**src/rtl/arb_burst_mux_if.sv**
```systemverilog
// Bundle of the requester, arbiter and output-stream signals of arb_burst_mux.
// The slave modport is the mux's view; master is the view of whatever surrounds it.
interface arb_burst_mux_if #(
   parameter int NUM = 4,
   parameter int DW  = 32
);
   localparam int SW = $clog2(NUM);

   logic [NUM-1:0]    req_valid_i;
   logic [NUM*DW-1:0] req_data_i;
   logic [NUM-1:0]    req_last_i;
   logic [NUM-1:0]    req_ready_o;
   logic [NUM-1:0]    arb_req_o;
   logic [NUM-1:0]    arb_gnt_i;
   logic              out_valid_o;
   logic [DW-1:0]     out_data_o;
   logic              out_last_o;
   logic [SW-1:0]     out_src_o;
   logic              out_ready_i;
   logic              busy_o;

   modport slave (
      input  req_valid_i, req_data_i, req_last_i, arb_gnt_i, out_ready_i,
      output req_ready_o, arb_req_o, out_valid_o, out_data_o, out_last_o, out_src_o, busy_o
   );

   modport master (
      output req_valid_i, req_data_i, req_last_i, arb_gnt_i, out_ready_i,
      input  req_ready_o, arb_req_o, out_valid_o, out_data_o, out_last_o, out_src_o, busy_o
   );
endinterface

```
**src/rtl/arb_burst_mux.sv**
```systemverilog
// Burst-locking mux behind a fixed-priority arbiter: holds the grant for a whole burst and
// forwards beats through one registered stream. Define ARB_BURST_LIMIT_EN to cap bursts at MAX_BEATS.
module arb_burst_mux #(
   parameter int NUM       = 4,
   parameter int DW        = 32,
   parameter int MAX_BEATS = 16
) (
   input  logic           clk_i,
   input  logic           rst_ni,
   arb_burst_mux_if.slave bus
);
   localparam int SW = $clog2(NUM);

   generate
      if (NUM < 2 || MAX_BEATS < 1 || MAX_BEATS > 256) begin : g_param_check
         $error("arb_burst_mux: NUM must be >= 2 and MAX_BEATS within 1..256");
      end
   endgenerate

   typedef enum logic {IDLE, LOCK} state_t;

   state_t        state_reg;
   logic [SW-1:0] owner_reg;
   logic          out_valid_reg;
   logic [DW-1:0] out_data_reg;
   logic          out_last_reg;
   logic [SW-1:0] out_src_reg;

   logic [DW-1:0]  data_arr [NUM];
   logic [NUM-1:0] ready_vec;
   logic [SW-1:0]  gnt_idx;
   logic           out_free;
   logic           take;
   logic           limit_hit;
   logic           release_beat;

   // The output slot can accept a beat when empty or when its beat leaves this cycle.
   assign out_free = ~out_valid_reg | bus.out_ready_i;

   genvar gi;
   generate
      for (gi = 0; gi < NUM; gi++) begin : g_req
         assign data_arr[gi]  = bus.req_data_i[gi*DW +: DW];
         assign ready_vec[gi] = (state_reg == LOCK) && (owner_reg == SW'(gi))
                                && bus.req_valid_i[gi] && out_free;
      end
   endgenerate

   // A malformed multi-hot grant resolves to its lowest set index.
   always_comb begin
      gnt_idx = '0;
      for (int i = NUM - 1; i >= 0; i--) begin
         if (bus.arb_gnt_i[i]) gnt_idx = SW'(i);
      end
   end

   assign take         = |ready_vec;
   assign release_beat = bus.req_last_i[owner_reg] | limit_hit;

`ifdef ARB_BURST_LIMIT_EN
   logic [7:0] beat_cnt_reg;

   assign limit_hit = (beat_cnt_reg == 8'(MAX_BEATS - 1));

   always_ff @(posedge clk_i or negedge rst_ni) begin
      if (!rst_ni) begin
         beat_cnt_reg <= '0;
      end else if (state_reg == IDLE) begin
         beat_cnt_reg <= '0;
      end else if (take) begin
         beat_cnt_reg <= release_beat ? 8'd0 : beat_cnt_reg + 8'd1;
      end
   end
`else
   assign limit_hit = 1'b0;
`endif

   always_ff @(posedge clk_i or negedge rst_ni) begin
      if (!rst_ni) begin
         state_reg     <= IDLE;
         owner_reg     <= '0;
         out_valid_reg <= 1'b0;
         out_data_reg  <= '0;
         out_last_reg  <= 1'b0;
         out_src_reg   <= '0;
      end else begin
         if (take) begin
            out_valid_reg <= 1'b1;
            out_data_reg  <= data_arr[owner_reg];
            out_last_reg  <= release_beat;
            out_src_reg   <= owner_reg;
         end else if (out_valid_reg && bus.out_ready_i) begin
            out_valid_reg <= 1'b0;
         end

         case (state_reg)
            IDLE: begin
               if (|bus.arb_gnt_i) begin
                  owner_reg <= gnt_idx;
                  state_reg <= LOCK;
               end
            end
            LOCK: begin
               if (take && release_beat) state_reg <= IDLE;
            end
            default: state_reg <= IDLE;
         endcase
      end
   end

   // Requests are hidden from the arbiter while a burst owns the output.
   assign bus.arb_req_o   = (state_reg == IDLE) ? bus.req_valid_i : '0;
   assign bus.req_ready_o = ready_vec;
   assign bus.out_valid_o = out_valid_reg;
   assign bus.out_data_o  = out_data_reg;
   assign bus.out_last_o  = out_last_reg;
   assign bus.out_src_o   = out_src_reg;
   assign bus.busy_o      = (state_reg == LOCK) | out_valid_reg;
endmodule

```
**src/flat_wrapper.sv**
```systemverilog
// flat-port wrapper written by rule: the top's interface ports become plain ports
module arb_burst_mux_flat 
#(
   parameter int NUM       = 4,
   parameter int DW        = 32,
   parameter int MAX_BEATS = 16
)
  (clk_i, rst_ni, bus_req_valid_i, bus_req_data_i, bus_req_last_i, bus_arb_gnt_i, bus_out_ready_i, bus_req_ready_o, bus_arb_req_o, bus_out_valid_o, bus_out_data_o, bus_out_last_o, bus_out_src_o, bus_busy_o);
  arb_burst_mux_if #(.NUM(NUM), .DW(DW)) bus_i ();
  input  logic clk_i;
  input  logic rst_ni;
  input wire logic [$bits(bus_i.req_valid_i)-1:0] bus_req_valid_i;
  input wire logic [$bits(bus_i.req_data_i)-1:0] bus_req_data_i;
  input wire logic [$bits(bus_i.req_last_i)-1:0] bus_req_last_i;
  input wire logic [$bits(bus_i.arb_gnt_i)-1:0] bus_arb_gnt_i;
  input wire logic [$bits(bus_i.out_ready_i)-1:0] bus_out_ready_i;
  output wire logic [$bits(bus_i.req_ready_o)-1:0] bus_req_ready_o;
  output wire logic [$bits(bus_i.arb_req_o)-1:0] bus_arb_req_o;
  output wire logic [$bits(bus_i.out_valid_o)-1:0] bus_out_valid_o;
  output wire logic [$bits(bus_i.out_data_o)-1:0] bus_out_data_o;
  output wire logic [$bits(bus_i.out_last_o)-1:0] bus_out_last_o;
  output wire logic [$bits(bus_i.out_src_o)-1:0] bus_out_src_o;
  output wire logic [$bits(bus_i.busy_o)-1:0] bus_busy_o;
  assign bus_i.req_valid_i = bus_req_valid_i;
  assign bus_i.req_data_i = bus_req_data_i;
  assign bus_i.req_last_i = bus_req_last_i;
  assign bus_i.arb_gnt_i = bus_arb_gnt_i;
  assign bus_i.out_ready_i = bus_out_ready_i;
  assign bus_req_ready_o = bus_i.req_ready_o;
  assign bus_arb_req_o = bus_i.arb_req_o;
  assign bus_out_valid_o = bus_i.out_valid_o;
  assign bus_out_data_o = bus_i.out_data_o;
  assign bus_out_last_o = bus_i.out_last_o;
  assign bus_out_src_o = bus_i.out_src_o;
  assign bus_busy_o = bus_i.busy_o;
  arb_burst_mux #(.NUM(NUM), .DW(DW), .MAX_BEATS(MAX_BEATS)) u_core (.clk_i(clk_i), .rst_ni(rst_ni), .bus(bus_i));
endmodule
```
**config.mk**
```make
export PLATFORM = sky130hd
export DESIGN_NAME = arb_burst_mux_flat
export DESIGN_NICKNAME = d
export VERILOG_FILES = /design/src/rtl/arb_burst_mux_if.sv /design/src/rtl/arb_burst_mux.sv /design/src/flat_wrapper.sv
export SDC_FILE = /design/constraint.sdc
export NUM_CORES = 1
export LEC_CHECK = 0
export ABC_AREA = 1
export CAP_MARGIN = 20
export CELL_PAD_IN_SITES_DETAIL_PLACEMENT = 1
export CELL_PAD_IN_SITES_GLOBAL_PLACEMENT = 1
export CORE_MARGIN = 1
export CORE_UTILIZATION = 23
export CTS_BUF_LIST = sky130_fd_sc_hd__clkbuf_8
export DETAILED_ROUTE_END_ITERATION = 8
export PLACE_DENSITY = 0.88
export SETUP_SLACK_MARGIN = 0.3
export SLEW_MARGIN = 10
export SYNTH_ARGS = -nofsm -noshare
export SYNTH_HDL_FRONTEND = slang
export SYNTH_SLANG_ARGS = --single-unit
```
**constraint.sdc**
```tcl
create_clock -name clk_i -period 3.5 [get_ports clk_i]
set_input_delay 0.525 -clock clk_i [delete_from_list [all_inputs] [get_ports clk_i]]
set_output_delay 0.525 -clock clk_i [all_outputs]
set_load 0.05 [all_outputs]
```
==> impl.org <==
** Placed design
- In this run, placement finished with an instance count of 651.
- In this run the cell area measured after placement is 4300 sq um.
- Final weighted congestion in routability-driven placement :: 0.769
- In this run the tool buffered the top-level ports with 187 buffer cells.
- DPL Wire Length :: 7.62 mm

** Yosys
- Synthesis inferred 39 register bits.
- After synthesis, the share of cell area in mux cells is 0.
- Portion of the post-synthesis area used by sequential elements :: 0.420
- Of the total synthesized cell area, the portion taken by full adders, half adders and majority gates is 0.
- Net count after synthesis :: 490
- Cell area after synthesis :: 2320 sq um
- The compound-cell area share of the yosys netlist came to 0.155.
- Main flop type after synthesis :: sky130_fd_sc_hd__dfrtp_1
- Top cell types by occurrence after synthesis :: 149 x sky130_fd_sc_hd__nand2_1, 39 x sky130_fd_sc_hd__dfrtp_1, 36 x sky130_fd_sc_hd__nand3_1, 33 x sky130_fd_sc_hd__a21oi_1, 29 x sky130_fd_sc_hd__o21ai_0
- Counting flops with an async set or reset pin after synthesis yields a share of 1.00.
- During synthesis, Yosys emitted a total of 0 warnings.
- Biggest area consumer among synthesized cells :: sky130_fd_sc_hd__dfrtp_1
- Post-synthesis share of cell area spent on xor and xnor gates :: 0
- After synthesis, the mean cell area works out to 6.70 sq um.
- By instance count, the leading cell after synthesis is sky130_fd_sc_hd__nand2_1.
- After synthesis, the cell types taking the most area are sky130_fd_sc_hd__dfrtp_1 42%, sky130_fd_sc_hd__nand2_1 24%, sky130_fd_sc_hd__nand3_1 7.8%, sky130_fd_sc_hd__a21oi_1 7.1%, sky130_fd_sc_hd__o21ai_0 6.2%.
- After synthesis, the largest family of logic cells by area is simple AND/OR/NAND/NOR gates.
- In this run, distinct cell masters in the synthesized netlist total 19.
- Synthesized-area fraction occupied by and/or/nand/nor cells :: 0.350
- Synth Instances :: 347
- Of the post-synthesis cell area, the dominant cell type holds 0.420.
- EDFF count, synth :: 0

** Layout
- The register with the most flip-flops in the layout has 32 of them.
- The number of antenna diodes in the final layout is 0.
- Multi-input logic area :: 1170 sq um
- Total area of sequential cells :: 976 sq um
- Fin nets :: 668
- Of the cells placed in the final design, the portion with a size suffix greater than 1 is 0.0399.
- Once layout is done, the placed cells without fillers occupy 4400 sq um.
- # fillers :: 1,250
- Fraction of the core area covered by cells at the end of the flow :: 0.450
- Relative to the synthesized area, the layout overhead comes to 89.4%.
- Count of placed standard cells in the final layout, fillers left out :: 659

** Global route
- Across every metal layer, demand over resource in global routing totals 0.186.
- Entering global routing, the biggest net connects 40 pins.
- The number of global-route vias before repair is 3,169.
- Summed over all layers, the global routing overflow is 0.
- The initial antenna violation count is 0.
- The first global-routing pass estimated 15.0 mm of wire.

** Clocking
- Root buffer cell :: sky130_fd_sc_hd__clkbuf_8
- No sink is reached through more buffers than the 2 on the longest clock path.
- CTS resizes :: 0
- The H-tree generated during clock tree synthesis spans 2 levels.
- Clock-pin slew on the worst setup and hold paths :: 0.07 ns
- Clock sink count :: 39
- Latest clock arrival within the worst-skew pair :: 0.28 ns
- Post-CTS setup buffer count :: 0
- CTS tree :: done
- Number of hold buffers added after CTS :: 0
- Counting the buffers created by CTS gives 5.

** STA
- At the pin with the least slew margin, the transition time is 0.936 ns.
- Setup_tns :: 0 ns
- # setup viols final :: 0
- Worst hold margin :: 0.384 ns
- The count of final max-slew check failures was 0.
- The worst path in the final design needs a cycle of 2.71 ns, including I/O delays and setup.
- Final Skew :: 0.00372 ns
- RSZ-0062 raised after global routing :: no
- Slew HR :: 0.376
- The number of endpoints with negative hold slack in the final report came to 0.
- Dividing the final minimum period by the clock period gives 0.775.
- Peak Freq :: 369 MHz

** Status
- The run finished with clean final reports.

** Worst setup path
- At the worst endpoint, the required time is 2.97 ns.
- Arrival time at the worst endpoint :: 2.19 ns
- Setup CP Type :: in2out
- Largest fanout of any net on the critical path :: 5
- Nature of the critical path endpoint :: output port
- The largest single stage delay on the critical path is 0.80 ns.
- STA classifies the critical path startpoint as an input pin.
- Slowest CP cell :: sky130_fd_sc_hd__clkdlybuf4s50_1
- The critical path goes through clkdlybuf4s50_1 -> inv_1 -> nand2_1 -> nand3_1 -> inv_1 -> clkdlybuf4s50_1.

** Die
- For this configuration, the core starts out at a cell density of 0.238.
- Core area :: 9770 sq um
- The die covers 10,500 sq um.
- Die span in y :: 103 microns
- Num ports :: 188
- The floorplan step set the die width to 103 microns.
- After floorplanning, the core was divided into 36 placement rows.

** Power and ir drop
- VDD sags by at most 0.000270 V.
- Power per Cell Area :: 835 nW/um^2
- Summed over all cells, the static leakage comes to 1.95 nW.

** Route
- For this run, design rule violations remaining after detail routing come to 0.
- Average wire length per cell after detail routing :: 15.0 microns
- In this run, the number of DRC markers left after iteration 0 of detailed routing was 70.
- Across all layers, the routed design uses 2,992 vias.
- Residual antenna-violating net count after detailed routing :: 0
- Number of iterations in the first detailed-routing pass :: 4
- After detailed routing, the number of vias per cell comes to 4.54.
- The routed design has 9.89 mm of wire.

** Job
- Max-cap violations in this run came to 0.

** Min path
- The path class of the tightest hold or removal check is in2async.
-- final timing paths --
| kind | startpoint | endpoint | slack (ns) | cells past startpoint |
|---|---|---|---|---|
| worst max-delay path | bus_out_ready_i | bus_req_ready_o[0] | 0.79 | 6 |
| worst min-delay path | rst_ni | u_core.bus.out_valid_o$_DFFE_PN0P_ | 0.38 | 1 |
| worst max register to register | u_core.owner_reg[1]$_DFFE_PN0P_ | u_core.bus.out_data_o[26]$_DFFE_PN0P_ | 1.26 | 9 |
| worst min register to register | u_core.bus.out_data_o[16]$_DFFE_PN0P_ | u_core.bus.out_data_o[16]$_DFFE_PN0P_ | 0.49 | 2 |
| max in group asynchronous | rst_ni | u_core.bus.out_data_o[12]$_DFFE_PN0P_ | 2.54 | 1 |
| min in group clk_i | u_core.bus.out_data_o[16]$_DFFE_PN0P_ | u_core.bus.out_data_o[16]$_DFFE_PN0P_ | 0.49 | 2 |
-- report_power, final --
part           leakage [nW]  internal (W)  switching, W  total [W]
clock                0.0557      0.000177      0.000154   0.000331
sequential            0.487      0.000670      0.000138   0.000808
combinational          1.40      0.000871       0.00167    0.00254
total                  1.95       0.00172       0.00196    0.00368
-- cell families (layout without fill, tap and decap cells) --
| family | count (synthesis) | in the layout |
|---|---|---|
| DFF | 39 | 39 |
| and+or+nand+nor | 197 | 197 |
| AOI/OAI and AO/OA | 71 | 71 |
| buffers and inverters | 40 | 219 |
-- critical path: cells and delay by family --
| family | cells | cell delay, ns |
|---|---|---|
| and+or+nand+nor | 2 | 0.28 |
| buffers and inverters | 4 | 1.39 |
-- metrics by stage --
| stage | worst slack [ns] | total power, W |
|---|---|---|
| 6_report | 0.787 | 0.00368 |
| 5_1_grt | 0.684 | 0.00394 |
| 4_1_cts | 0.777 | 0.00374 |
| 3_5_place_dp | 0.778 | 0.00339 |
| 3_3_place_gp | 0.870 | 0.00331 |
| 2_1_floorplan | 1.78 | 0.00247 |
-- area by class of cell --
type	instances	area share
Tap cell	133	0.0378
Multi-Input combinational cell	268	0.267
Timing Repair Buffer	192	0.435
Clock inverter	1	0.000853
Inverter	19	0.0162
Clock buffer	7	0.0219
Sequential cell	39	0.222
-- layer usage --
metal,up-vias,routed length (microns),GRT usage
met5,-,0,0
li1,1473,-,-
met2,129,5100,0.367
met1,1384,3720,0.186
met3,6,989,0.0583
met4,0,78,0.0462
-- placed cells by master (no fill, tap or decap) --
cell type | Yosys | routed
sky130_fd_sc_hd__nand2_1 | 149 | 149
sky130_fd_sc_hd__nand3_1 | 36 | 36
sky130_fd_sc_hd__nor2_4 | 2 | 2
sky130_fd_sc_hd__buf_4 | 0 | 5
sky130_fd_sc_hd__o21ai_0 | 29 | 29
sky130_fd_sc_hd__o41ai_1 | 1 | 1
sky130_fd_sc_hd__buf_2 | 7 | 1
sky130_fd_sc_hd__buf_12 | 0 | 1
sky130_fd_sc_hd__inv_1 | 17 | 18
sky130_fd_sc_hd__nor2_1 | 5 | 5
sky130_fd_sc_hd__clkdlybuf4s50_1 | 0 | 185
sky130_fd_sc_hd__o21ai_1 | 7 | 7
sky130_fd_sc_hd__nand3b_1 | 2 | 2
sky130_fd_sc_hd__dfrtp_1 | 39 | 39
sky130_fd_sc_hd__a21oi_1 | 33 | 33
sky130_fd_sc_hd__nor2_2 | 2 | 2
sky130_fd_sc_hd__inv_2 | 2 | 2
sky130_fd_sc_hd__or2_2 | 1 | 1
sky130_fd_sc_hd__clkbuf_8 | 0 | 7
sky130_fd_sc_hd__a31oi_1 | 1 | 1
No activity file was read; power rests on OpenSTA's default activity.
